==> config.mk <==
export PLATFORM = sky130hd
export DESIGN_NAME = qpsk_frame_rx
export DESIGN_NICKNAME = d
export VERILOG_FILES = /design/src/rtl/qpsk_rx_pkg.sv /design/src/rtl/qpsk_slicer.sv /design/src/rtl/qpsk_frame_rx.sv
export SDC_FILE = /design/constraint.sdc
export NUM_CORES = 1
export LEC_CHECK = 0
export CORE_AREA = 2 2 60 62
export DETAILED_ROUTE_END_ITERATION = 10
export DIE_AREA = 0 0 62 64
export GPL_ROUTABILITY_DRIVEN = 0
export PLACE_DENSITY = 0.82
export SYNTH_ARGS = -nofsm -noshare
export SYNTH_HDL_FRONTEND = slang
export SYNTH_SLANG_ARGS = --single-unit
==> constraint.sdc <==
create_clock -name clk -period 4.68 [get_ports clk]
set_input_delay 0.936 -clock clk [delete_from_list [all_inputs] [get_ports clk]]
set_output_delay 0.936 -clock clk [all_outputs]
set_load 0.01 [all_outputs]
==> src/rtl/qpsk_rx_pkg.sv <==
// Shared types and constants for the QPSK frame receiver.
package qpsk_rx_pkg;

  // Receiver lock state: searching for header, inside header run, decoding data.
  typedef enum logic [1:0] {
    HUNT = 2'd0,
    HEAD = 2'd1,
    DATA = 2'd2
  } rx_state_t;

  // Sliced bit values of a header symbol (I positive, Q negative).
  localparam logic HDR_IBIT = 1'b1;
  localparam logic HDR_QBIT = 1'b0;

  // Each symbol carries 2 bits, so four symbols make one byte.
  localparam int SYM_PER_BYTE = 4;

endpackage

==> src/rtl/qpsk_slicer.sv <==
// Combinational hard slicer: sign decisions, header detect and weak detect.
module qpsk_slicer
  import qpsk_rx_pkg::*;
#(
  parameter int WEAK_TH = 2
) (
  input  logic [3:0] i_i,
  input  logic [3:0] i_q,
  output logic       o_ibit,
  output logic       o_qbit,
  output logic       o_is_header,
  output logic       o_is_weak
);

  logic [4:0] w_i_ext;
  logic [4:0] w_q_ext;
  logic [4:0] w_i_abs;
  logic [4:0] w_q_abs;

  // Magnitudes are taken in 5 bits so that -8 becomes +8 rather than wrapping.
  always_comb begin
    w_i_ext     = {i_i[3], i_i};
    w_q_ext     = {i_q[3], i_q};
    w_i_abs     = i_i[3] ? (5'd0 - w_i_ext) : w_i_ext;
    w_q_abs     = i_q[3] ? (5'd0 - w_q_ext) : w_q_ext;
    o_ibit      = ~i_i[3];
    o_qbit      = ~i_q[3];
    o_is_header = (o_ibit == HDR_IBIT) && (o_qbit == HDR_QBIT);
    o_is_weak   = (w_i_abs < 5'(WEAK_TH)) || (w_q_abs < 5'(WEAK_TH));
  end

endmodule

==> src/rtl/qpsk_frame_rx.sv <==
// QPSK frame receiver: header lock, byte packing and per-frame weak-symbol count.
// Valid/ready contract: there is no ready; byte_valid is a one-cycle pulse and the
// consumer must take byte_out in that cycle. rx_en=0 freezes all state.
module qpsk_frame_rx
  import qpsk_rx_pkg::*;
#(
  parameter int HEAD_LEN    = 5,
  parameter int PRE_MIN     = 3,
  parameter int FRAME_BYTES = 8,
  parameter int WEAK_TH     = 2
) (
  input  logic                                   clk,
  input  logic                                   reset,
  input  logic                                   rx_en,
  input  logic [3:0]                             I_in,
  input  logic [3:0]                             Q_in,
  output logic [7:0]                             byte_out,
  output logic                                   byte_valid,
  output logic                                   frame_done,
  output logic [$clog2(FRAME_BYTES*4+1)-1:0]     weak_count,
  output logic                                   locked
);

  localparam int WEAK_W = $clog2(FRAME_BYTES * SYM_PER_BYTE + 1);
  localparam int RUN_W  = $clog2(HEAD_LEN + 1);
  localparam int SYM_W  = $clog2(SYM_PER_BYTE);
  localparam int BYTE_W = (FRAME_BYTES > 1) ? $clog2(FRAME_BYTES) : 1;

  localparam logic [RUN_W-1:0]  PRE_MIN_C   = RUN_W'(PRE_MIN);
  localparam logic [RUN_W-1:0]  HEAD_LEN_C  = RUN_W'(HEAD_LEN);
  localparam logic [SYM_W-1:0]  SYM_LAST_C  = SYM_W'(SYM_PER_BYTE - 1);
  localparam logic [BYTE_W-1:0] BYTE_LAST_C = BYTE_W'(FRAME_BYTES - 1);

  rx_state_t         r_state;
  rx_state_t         w_state_nxt;
  logic [RUN_W-1:0]  r_run;
  logic [RUN_W-1:0]  w_run_nxt;
  logic [RUN_W-1:0]  w_run_inc;
  logic [SYM_W-1:0]  r_sym;
  logic [BYTE_W-1:0] r_byte;
  logic [5:0]        r_shift;
  logic [7:0]        w_shift_nxt;
  logic [WEAK_W-1:0] r_acc;
  logic [WEAK_W-1:0] w_acc_nxt;
  logic [7:0]        r_byte_out;
  logic              r_byte_valid;
  logic              r_frame_done;
  logic [WEAK_W-1:0] r_weak_count;

  logic w_ibit;
  logic w_qbit;
  logic w_is_hdr;
  logic w_is_weak;
  logic w_take_data;
  logic w_byte_end;
  logic w_frame_end;

  qpsk_slicer #(
    .WEAK_TH(WEAK_TH)
  ) u_slicer (
    .i_i        (I_in),
    .i_q        (Q_in),
    .o_ibit     (w_ibit),
    .o_qbit     (w_qbit),
    .o_is_header(w_is_hdr),
    .o_is_weak  (w_is_weak)
  );

  assign w_run_inc   = r_run + RUN_W'(1);
  assign w_byte_end  = (r_sym == SYM_LAST_C);
  assign w_frame_end = (r_byte == BYTE_LAST_C);
  assign w_shift_nxt = {r_shift, w_ibit, w_qbit};
  assign w_acc_nxt   = r_acc + WEAK_W'(w_is_weak);

  // Next-state logic; w_take_data marks a sample that is decoded as a data symbol.
  // A non-header symbol that ends a short header is itself data symbol 0.
  always_comb begin
    w_state_nxt = r_state;
    w_run_nxt   = r_run;
    w_take_data = 1'b0;
    if (rx_en) begin
      case (r_state)
        HUNT: begin
          if (w_is_hdr) begin
            w_run_nxt = w_run_inc;
            if (w_run_inc == PRE_MIN_C) w_state_nxt = HEAD;
          end else begin
            w_run_nxt = '0;
          end
        end
        HEAD: begin
          if (w_is_hdr) begin
            if (w_run_inc == HEAD_LEN_C) begin
              w_state_nxt = DATA;
              w_run_nxt   = '0;
            end else begin
              w_run_nxt = w_run_inc;
            end
          end else begin
            w_state_nxt = DATA;
            w_run_nxt   = '0;
            w_take_data = 1'b1;
          end
        end
        DATA: begin
          w_take_data = 1'b1;
          if (w_byte_end && w_frame_end) w_state_nxt = HUNT;
        end
        default: begin
          w_state_nxt = HUNT;
          w_run_nxt   = '0;
        end
      endcase
    end
  end

  // State register and header run counter.
  always_ff @(posedge clk) begin
    if (reset) begin
      r_state <= HUNT;
      r_run   <= '0;
    end else begin
      r_state <= w_state_nxt;
      r_run   <= w_run_nxt;
    end
  end

  // Data path: shift symbols into bytes, count weak symbols, emit byte/frame pulses.
  always_ff @(posedge clk) begin
    if (reset) begin
      r_sym        <= '0;
      r_byte       <= '0;
      r_shift      <= '0;
      r_acc        <= '0;
      r_byte_out   <= '0;
      r_byte_valid <= 1'b0;
      r_frame_done <= 1'b0;
      r_weak_count <= '0;
    end else begin
      r_byte_valid <= 1'b0;
      r_frame_done <= 1'b0;
      if (w_take_data) begin
        r_shift <= w_shift_nxt[5:0];
        r_sym   <= r_sym + SYM_W'(1);
        r_acc   <= w_acc_nxt;
        if (w_byte_end) begin
          r_byte_out   <= w_shift_nxt;
          r_byte_valid <= 1'b1;
          if (w_frame_end) begin
            r_byte       <= '0;
            r_frame_done <= 1'b1;
            r_weak_count <= w_acc_nxt;
            r_acc        <= '0;
          end else begin
            r_byte <= r_byte + BYTE_W'(1);
          end
        end
      end
    end
  end

  assign byte_out   = r_byte_out;
  assign byte_valid = r_byte_valid;
  assign frame_done = r_frame_done;
  assign weak_count = r_weak_count;
  assign locked     = (r_state != HUNT);

endmodule

# --- After elaboration in Yosys (flattened, before gate mapping) ---
# Index checks and enable logic that the tools add are counted.
totals:
  output_inout_bits: 17
  ff_bits: 38
classes:
  n_lt_le_gt_ge: 2
  reduce_logical: 11
  bitwise: 5
  addsub: 6
  mux: 20
  n_eq_ne: 10
ops:
  columns: ["op", "n"]
  rows:
  - ["$mux W3", 4]
  - ["$mux W6", 2]
  - ["$lt A5 B2 Y1 const B", 2]
  - ["$mux W2", 5]
  - ["$mux W5", 2]
  - ["$sub A1 B4 Y5 const A", 2]
  - ["$pmux W3 S3", 1]
  - ["$add A3 B1 Y3 const B", 2]
  - ["$add A6 B1 Y6", 1]
  - ["$eq A3 B3 Y1 const B", 2]
  - ["$pmux W2 S3", 1]
  - ["$not A1 Y1", 5]
  - ["$reduce_and A5 Y1", 1]
  - ["$eq A2 B2 Y1 const B", 2]
  - ["$mux W1", 4]
  - ["$ne A2 B2 Y1 const B", 2]
  - ["$reduce_and A2 Y1", 2]
  - ["$eq A3 B2 Y1 const B", 1]
  - ["$ne A3 B3 Y1 const B", 1]
  - ["$reduce_and A3 Y1", 1]
  - ["$reduce_or A3 Y1", 1]
  - ["$add A2 B1 Y2 const B", 1]
  - ["$eq A2 B1 Y1 const B", 1]
  - ["$logic_and A1 B1 Y1", 2]
  - ["6 further kinds", 6]

# --- Logic depth before layout (Yosys ltp) ---
# Gate-level depths: netlist of the first run.
logic_depth:
  word_depth: 7
  ltp_mapped: 12
  ltp_nobuf: 12

# --- Modules after synthesis ---
# From an unflattened synthesis of the first run, not the netlist that was laid out.
unflattened:
  hier_cells: 222
  hier_area_um2: 1844.3
modules_own_cells:
  columns: ["module", "cells_each", "seq_area_each_um2", "area_each_um2", "n_inst"]
  rows:
  - ["qpsk_frame_rx", 202, 760.7, 1721.7, 1]
  - ["qpsk_slicer", 20, 0.0, 122.6, 1]

# --- Worst setup path after synthesis of the first run ---
# OpenSTA, ideal clock, no wires.
synth_timing:
  path_type: "input -> register"
  from: "in I_in[0]"
  to: "reg r_weak_count[5], in the netlist weak_count[5]"
  slack_ns: 2.094
  path_stages: 10
  setup_time_ns: 0.086
  arrival_ns: 2.500
  path_cell_list: "inv_1 > ha_1 > a211oi_1 > a21oi_1 > o211ai_1 > ha_1 > and3_1 > nand3_1 > xor2_1 > a211oi_1"
synth_between:
  elab_chain_len: 5
synth_lines:
  columns: ["item", "line_no", "text"]
  rows:
  - ["from (decl)", "qpsk_frame_rx.sv:15", "input logic [3:0] I_in,"]
  - ["$sub A1 B4 Y5", "qpsk_slicer.sv:24", "w_i_abs = i_i[3] ? (5'd0 - w_i_ext) : w_i_ext;"]
  - ["$mux W5 *", "qpsk_slicer.sv:24", null]
  - ["$lt A5 B2 Y1 *", "qpsk_slicer.sv:29", "o_is_weak = (w_i_abs < 5'(WEAK_TH)) || (w_q_abs < 5'(WEAK_TH));"]
  - ["$logic_or A1 B1 Y1 *", "qpsk_slicer.sv:29", null]
  - ["$add A6 B1 Y6 *", "qpsk_frame_rx.sv:73", "assign w_acc_nxt = r_acc + WEAK_W'(w_is_weak);"]
  - ["to (signal assigned)", "qpsk_frame_rx.sv:152", "r_weak_count <= w_acc_nxt;"]
  - ["to (decl)", "qpsk_frame_rx.sv:48", "logic [WEAK_W-1:0] r_weak_count;"]
# Every way passes the cells marked *; elsewhere a longest branch is shown, timed or not.
# A chain may end at the register's enable or synchronous reset.

# --- Worst setup path in the final report of the first run ---
layout_timing:
  from: "in I_in[1]"
  to: "reg r_acc[4]"
layout_between:
  elab_chain_len: 7
layout_lines:
  columns: ["item", "line_no", "text"]
  rows:
  - ["$sub A1 B4 Y5", "qpsk_slicer.sv:24", null]
  - ["$mux W5 *", "qpsk_slicer.sv:24", null]
  - ["$lt A5 B2 Y1 *", "qpsk_slicer.sv:29", null]
  - ["$logic_or A1 B1 Y1 *", "qpsk_slicer.sv:29", null]
  - ["$add A6 B1 Y6 *", "qpsk_frame_rx.sv:73", null]
  - ["$mux W6", "qpsk_frame_rx.sv:149", "if (w_frame_end) begin"]
  - ["$mux W6 *", "qpsk_frame_rx.sv:146", "if (w_byte_end) begin"]
  - ["to (signal assigned)", "qpsk_frame_rx.sv:145", "r_acc <= w_acc_nxt;"]
  - ["to (decl)", "qpsk_frame_rx.sv:43", "logic [WEAK_W-1:0] r_acc;"]
# Marks and branches as above.

==> impl_metrics.py, run 1 <==
metrics = {
    "floorplanning": {
        "die_area_um2": 3968,
        "die_width_um": 62,
        "rows": 21,
        "pin_count": 28,
        "start_util": 0.5596,
        "die_h_um": 64,
        "coreArea_um2": 3284,
    },
    "detailed_routing": {
        "first_pass_iters": 4,
        "ant_nets": 0,
        "wl_per_cell_um": 12.15,
        "drcViolationCount": 0,
        "drt_iter0_drc": 46,
        "vias": 1476,
        "avgViaCountPerCell": 5.348,
        "routed_wl_mm": 3.354,
    },
    "synthesis": {
        "async_flop_share": 0,
        "synth_warnings": 0,
        "ys_seq_elements": 38,
        "synth_flop_cell": "dfxtp_1",
        "ys_seq_area_frac": 0.4139,
        "yosys-top-cells-count": "dfxtp_1, nor2_1, a21oi_1",
        "yosysMostFrequentCell": "dfxtp_1",
        "syn_inst": 201,
        "synth_top_area_cell": "dfxtp_1",
        "syn-cell-area_um2": 1838,
        "netlist.area_leader.share": 0.4139,
        "ys_top_cells_by_area": "dfxtp_1, ha_1, mux2i_1, a21oi_1, nor2_1",
        "syn_area_per_cell_um2": 9.144,
        "ys_types": 34,
        "synth-edff-count": 0,
        "synth_nets": 225,
    },
    "global_routing": {
        "grt_usage": 0.1836,
        "gr-usage-met2": 0.3047,
        "grt_pass1_vias": 1339,
        "top_usage_layer": "met2",
        "grt_max_degree": 40,
        "grtUsageMet3": 0.04251,
        "met1_usage": 0.2259,
        "grt_pass1_wl_mm": 5.575,
        "globalRoute.totalOverflow": 0,
        "antenna_found_initial": 0,
    },
    "hold_path": {
        "worstHoldPathCells": 2,
        "min_from": "r_acc[0]",
        "hold_class": "flop to flop",
        "whs_endpoint": "r_acc[0]",
    },
    "clock_tree": {
        "htreeDepth": 2,
        "post_cts_buffers": 0,
        "clock-sinks": 38,
        "cts_buffers": 5,
        "clockBufferDepth": 2,
        "clk_latency_ns": 0.35,
        "ctsResizeCount": 0,
        "cts_root_buf": "clkbuf_4",
        "path_clk_slew_ns": 0.12,
        "holdBufCountCts": 0,
        "cts_tree": "yes",
    },
    "worst_setup_path": {
        "cpMaxStageDelayCell": "clkdlybuf4s50_1",
        "cp-start-kind": "primary input",
        "cp_cell_sequence": "clkdlybuf4s50_1 > inv_1 > ha_1 > a211oi_1 > a21oi_1 > o211ai_1 > ha_1 > ha_1 > nand3_1 > xnor2_1 > nand3_1 > a21oi_1",
        "cp-end-kind": "flop",
        "regToRegSetupSlack_ns": 2.72,
        "cp.required_ns": 4.96,
        "reg2reg_to": "byte_out[7]",
        "cpPeakStageDelay_ns": 0.47,
        "reg2reg_from": "r_state[0]",
        "cpMostUsedCell": "ha_1",
        "criticalPathCategory": "primary input to flop",
        "arrival_ns": 3.20,
        "path_max_fanout": 4,
        "reg2regPathDepth": 6,
    },
    "timing": {
        "min_period_over_period": 0.6242,
        "setup_viol": 0,
        "relSlewSlack": 0.5324,
        "clock_skew_ns": 0.01252,
        "final_max_slew_viol_count": 0,
        "hold_violations": 0,
        "holdWs_ns": 0.4683,
        "finalSetupTns_ns": 0,
        "rsz0062_at_grt": "no",
        "layout_min_cycle_time_ns": 2.921,
        "fmax_ghz": 0.3423,
        "worst_pin_slew_ns": 0.6991,
    },
    "power": {
        "p_leak_nw": 0.7939,
        "power_mw": 0.6479,
        "p_per_area_nw_per_um2": 289.8,
        "vdd_drop_max_mv": 0.1883,
    },
    "place": {
        "dp_hpwl_mm": 2.316,
        "port_buffers": 27,
        "placed_cell_area_um2": 2125,
    },
    "finish": {
        "n_fill_cell": 264,
        "nNetsFinal": 253,
        "antennaDiodeCount": 0,
        "drive_gt1_frac": 0.08261,
        "final_util": 0.6808,
        "finalInstanceArea_um2": 2236,
        "area_growth_pct": 21.65,
    },
    "status": {
        "status": "completed",
    },
    "flow_run": {
        "drv_cap": 0,
    },
}
## state kept, by name, indices dropped and copies added, names as in the netlist
name,cells
byte_out,8
byte_valid,1
frame_done,1
r_acc,6
r_byte,3
r_run,3
r_shift,6
r_state,2
r_sym,2
weak_count,6
## where the power goes
group	switching, mW	internal [mW]	leakage, nW
Sequential	0.000330	0.324	0.306
Clock	0.110	0.181	0.0585
Combinational	0.0179	0.0151	0.429
Total	0.128	0.520	0.794
## cell usage in the layout, fill, tap and decap left out, drive strengths merged, types with 3 or more instances in the layout
cell and n:
dfxtp 38, clkdlybuf4s50 27, nor2 24, a21oi 17, nand2 17, inv 14, ha 13, mux2i 11
a211oi 8, o21ai 6, clkbuf 6, nand3 5, xnor2 5, nor3 5, nand3b 4, o211ai 4
a31oi 3, nand2b 3
## kinds of logic (layout without fill, tap and decap cells)
logic type,Yosys count,count (layout),synth area share
and+or+nand+nor,67,67,0.1974
AOI/OAI and AO/OA,45,45,0.1566
DFF,38,38,0.4139
buffers and inverters,21,50,0.05514
adders and majority gates,13,13,0.08850
muxes,11,11,0.05991
xor gates and xnor gates,6,6,0.02859
## stage by stage
step,cells,worst slack [ns]
after floorplan,201,2.094
after global placement,268,1.420
after detailed placement,268,1.379
after CTS,276,1.720
after global routing,276,1.469
final,276,1.759
## how the worst max path moves through the flow
stage | from | endpoint | slack [ns] | cells past startpoint
6_report | I_in[1] | r_acc[4] | 1.76 | 12
5_1_grt | I_in[1] | r_acc[4] | 1.47 | 12
4_1_cts | I_in[1] | r_acc[4] | 1.72 | 12
3_5_place_dp | I_in[1] | r_acc[4] | 1.38 | 12
3_3_place_gp | I_in[1] | r_acc[4] | 1.42 | 12
2_1_floorplan | I_in[0] | weak_count[5] | 2.09 | 10
## final cells by class
class	count	area (µm²)	area share
Tap cell	46	57.56	0.02574
Clock inverter	2	60.06	0.02686
Clock buffer	6	51.30	0.02294
Inverter	14	52.55	0.02350
Timing Repair Buffer	28	277.8	0.1242
Multi-Input combinational cell	142	975.9	0.4365
Sequential cell	38	760.7	0.3402
## critical path: cells and delay by family
family          cells  cell delay [ns]
xor+xnor            1             0.19
buf+inv             2             0.53
simple gates        2             0.21
fa+ha+maj           3             0.70
compound gates      4             0.63
## routing by layer
| layer | up-vias | wire, µm |
|---|---|---|
| met4 | 0 | 46 |
| met3 | 6 | 156 |
| met2 | 35 | 1634 |
| li1 | 758 | - |
| met1 | 677 | 1517 |
| met5 | - | 0 |
(Power assumes the default switching activity.)
==> inputs of run 2 (changes only) <==
CORE_AREA = 2 2 65 67   (was 2 2 60 62)
DIE_AREA = 0 0 67 69   (was 0 0 62 64)
PLACE_DENSITY = 0.74   (was 0.82)
clock period = 2.4 ns   (was 4.68 ns; I/O delays follow)
==> run 2 against run 1 <==
  * Clock-buffer cell count did not move
  * Cell count rose by 4.7%
  * Worst hold slack got worse by 0.0042 ns
  * Register-to-register slack got worse by 2.3 ns
  * Sequential power rose by 95%
  * Critical endpoint is now weak_count[5]
  * Largest cell class unchanged
==> impl_metrics.py, run 2 (synthesis gave the netlist of run 1 again) <==
metrics = {
    "timing": {
        "rsz0062_at_grt": "no",
        "worst_pin_slew_ns": 0.6978,
        "final_max_slew_viol_count": 0,
        "holdWs_ns": 0.4641,
        "layout_min_cycle_time_ns": 2.169,
        "relSlewSlack": 0.5333,
        "clock_skew_ns": 0.007188,
        "fmax_ghz": 0.4611,
        "hold_violations": 0,
        "setup_viol": 0,
        "min_period_over_period": 0.9037,
    },
    "power": {
        "vdd_drop_max_mv": 0.4759,
        "p_leak_nw": 0.8733,
        "p_per_area_nw_per_um2": 575.3,
    },
    "finish": {
        "finalInstanceArea_um2": 2404,
        "largest_register_ffs": 8,
        "n_fill_cell": 356,
        "drive_gt1_frac": 0.1590,
        "nNetsFinal": 262,
        "layout_common_cells": "dfxtp_1, clkdlybuf4s50_1, nor2_1, a21oi_1, nand2_1",
        "mostFrequentLayoutCell": "dfxtp_1",
        "area_growth_pct": 30.77,
        "antennaDiodeCount": 0,
    },
    "clock_tree": {
        "clockBufferDepth": 2,
        "path_clk_slew_ns": 0.08,
        "clk_latency_ns": 0.29,
        "clock-sinks": 38,
        "cts_root_buf": "clkbuf_8",
        "htreeDepth": 2,
        "cts_buffers": 5,
        "cts_tree": "yes",
    },
    "worst_setup_path": {
        "cp.required_ns": 2.60,
        "critPathLaunch": "I_in[1]",
        "reg2reg_from": "r_byte[0]",
        "criticalPathCategory": "primary input to flop",
        "cp_cell_sequence": "dlygate4sd2_1 > inv_2 > ha_4 > inv_1 > a211oi_2 > a21oi_1 > o211ai_1 > ha_2 > and3_4 > nand3_1 > xor2_1 > a211oi_1",
        "cp-start-kind": "primary input",
        "cpPeakStageDelay_ns": 0.25,
        "path_max_fanout": 2,
        "cpMaxStageDelayCell": "dlygate4sd2_1",
        "arrival_ns": 2.37,
        "cp-end-kind": "flop",
    },
    "hold_path": {
        "hold_class": "flop to flop",
        "min_from": "r_shift[4]",
    },
    "floorplanning": {
        "die_area_um2": 4623,
        "pin_count": 28,
        "rows": 23,
        "die_h_um": 69,
        "coreArea_um2": 3914,
        "die_width_um": 67,
        "start_util": 0.4696,
    },
    "global_routing": {
        "antenna_found_initial": 0,
        "grt_pass1_wl_mm": 6.244,
        "grt_max_degree": 17,
        "grt_usage": 0.1731,
        "globalRoute.totalOverflow": 0,
        "grt_pass1_vias": 1395,
    },
    "detailed_routing": {
        "drcViolationCount": 0,
        "ant_nets": 0,
        "wl_per_cell_um": 13.04,
        "routed_wl_mm": 3.768,
        "first_pass_iters": 4,
        "vias": 1469,
        "drt_iter0_drc": 56,
        "avgViaCountPerCell": 5.083,
    },
    "place": {
        "port_buffers": 27,
        "dp_hpwl_mm": 2.490,
        "placed_cell_area_um2": 2190,
    },
    "status": {
        "status": "completed",
    },
    "flow_run": {
        "drv_cap": 0,
    },
}
run 2: cell types whose count changed in the layout (fill, tap and decap cells not counted), moves of 2 or more:
cell             before  now
buf_4                 1   10
clkbuf_4              5    0
clkbuf_8              1    6
clkdlybuf4s50_1      27   23
ha_1                 13   10
dlygate4sd2_1         0    2
dlymetal6s2s_1        0    2
ha_4                  0    2
inv_1                14   12
inv_2                 0    2
run 2: worst paths after layout:
check / end / slack (ns) / depth (start not counted)
max: weak_count[5] / 0.23 / 12
min reg2reg: r_shift[4] / 0.46 / 2
max reg2reg: r_state[1] / 0.39 / 6
min: r_shift[4] / 0.46 / 2
run 2: final cells by class:
type                            instances  area (µm²)  area share
Clock buffer                            6       82.58     0.03436
Clock inverter                          2       60.06     0.02499
Inverter                               14       52.55     0.02186
Multi-Input combinational cell        142        1037      0.4315
Sequential cell                        38       760.7      0.3165
Tap cell                               50       62.56     0.02603
Timing Repair Buffer                   37       347.8      0.1447
run 2: routing by layer:
| metal | vias up | track usage | wire (µm) |
|---|---|---|---|
| met1 | 673 | 0.2191 | 1766 |
| met5 | - | 0 | 0 |
| met3 | 6 | 0.04405 | 129 |
| met4 | 0 | 0.05669 | 48 |
| li1 | 772 | - | - |
| met2 | 18 | 0.2827 | 1824 |
run 2: where the power goes:
| part | internal, mW | switching [mW] |
|---|---|---|
| logic | 0.0371 | 0.0394 |
| clock network | 0.443 | 0.232 |
| registers | 0.631 | 0.000654 |
run 2: critical path: cells and delay by family:
kind	cells	cell delay, ns
AO/OA/AOI/OAI	4	0.69
buffers and inverters	3	0.37
adder cells (fa/ha/maj)	2	0.37
AND/OR/NAND/NOR	2	0.28
XOR/XNOR	1	0.17
run 2: through the flow:
step | utilization | instances | total power [mW] | setup slack, ns | setup TNS, ns
finish | 0.6141 | 289 | 1.383 | 0.2312 | 0
global route | 0.6141 | 289 | 1.430 | 0.04431 | 0
CTS | 0.6068 | 289 | 1.392 | 0.05773 | 0
detailed placement | 0.5595 | 280 | 0.7181 | -0.4023 | -2.794
global placement | 0.5595 | 280 | 0.7171 | -0.3400 | -2.436
floorplan | - | 201 | 0.6801 | 0.2702 | 0
run 2: timing repair:
item                       CTS  global route
hold buffers                 0             0
gates resized for setup     10             7
buffers inserted             1             0
pin swaps                    6             4
setup endpoints to repair    5             5
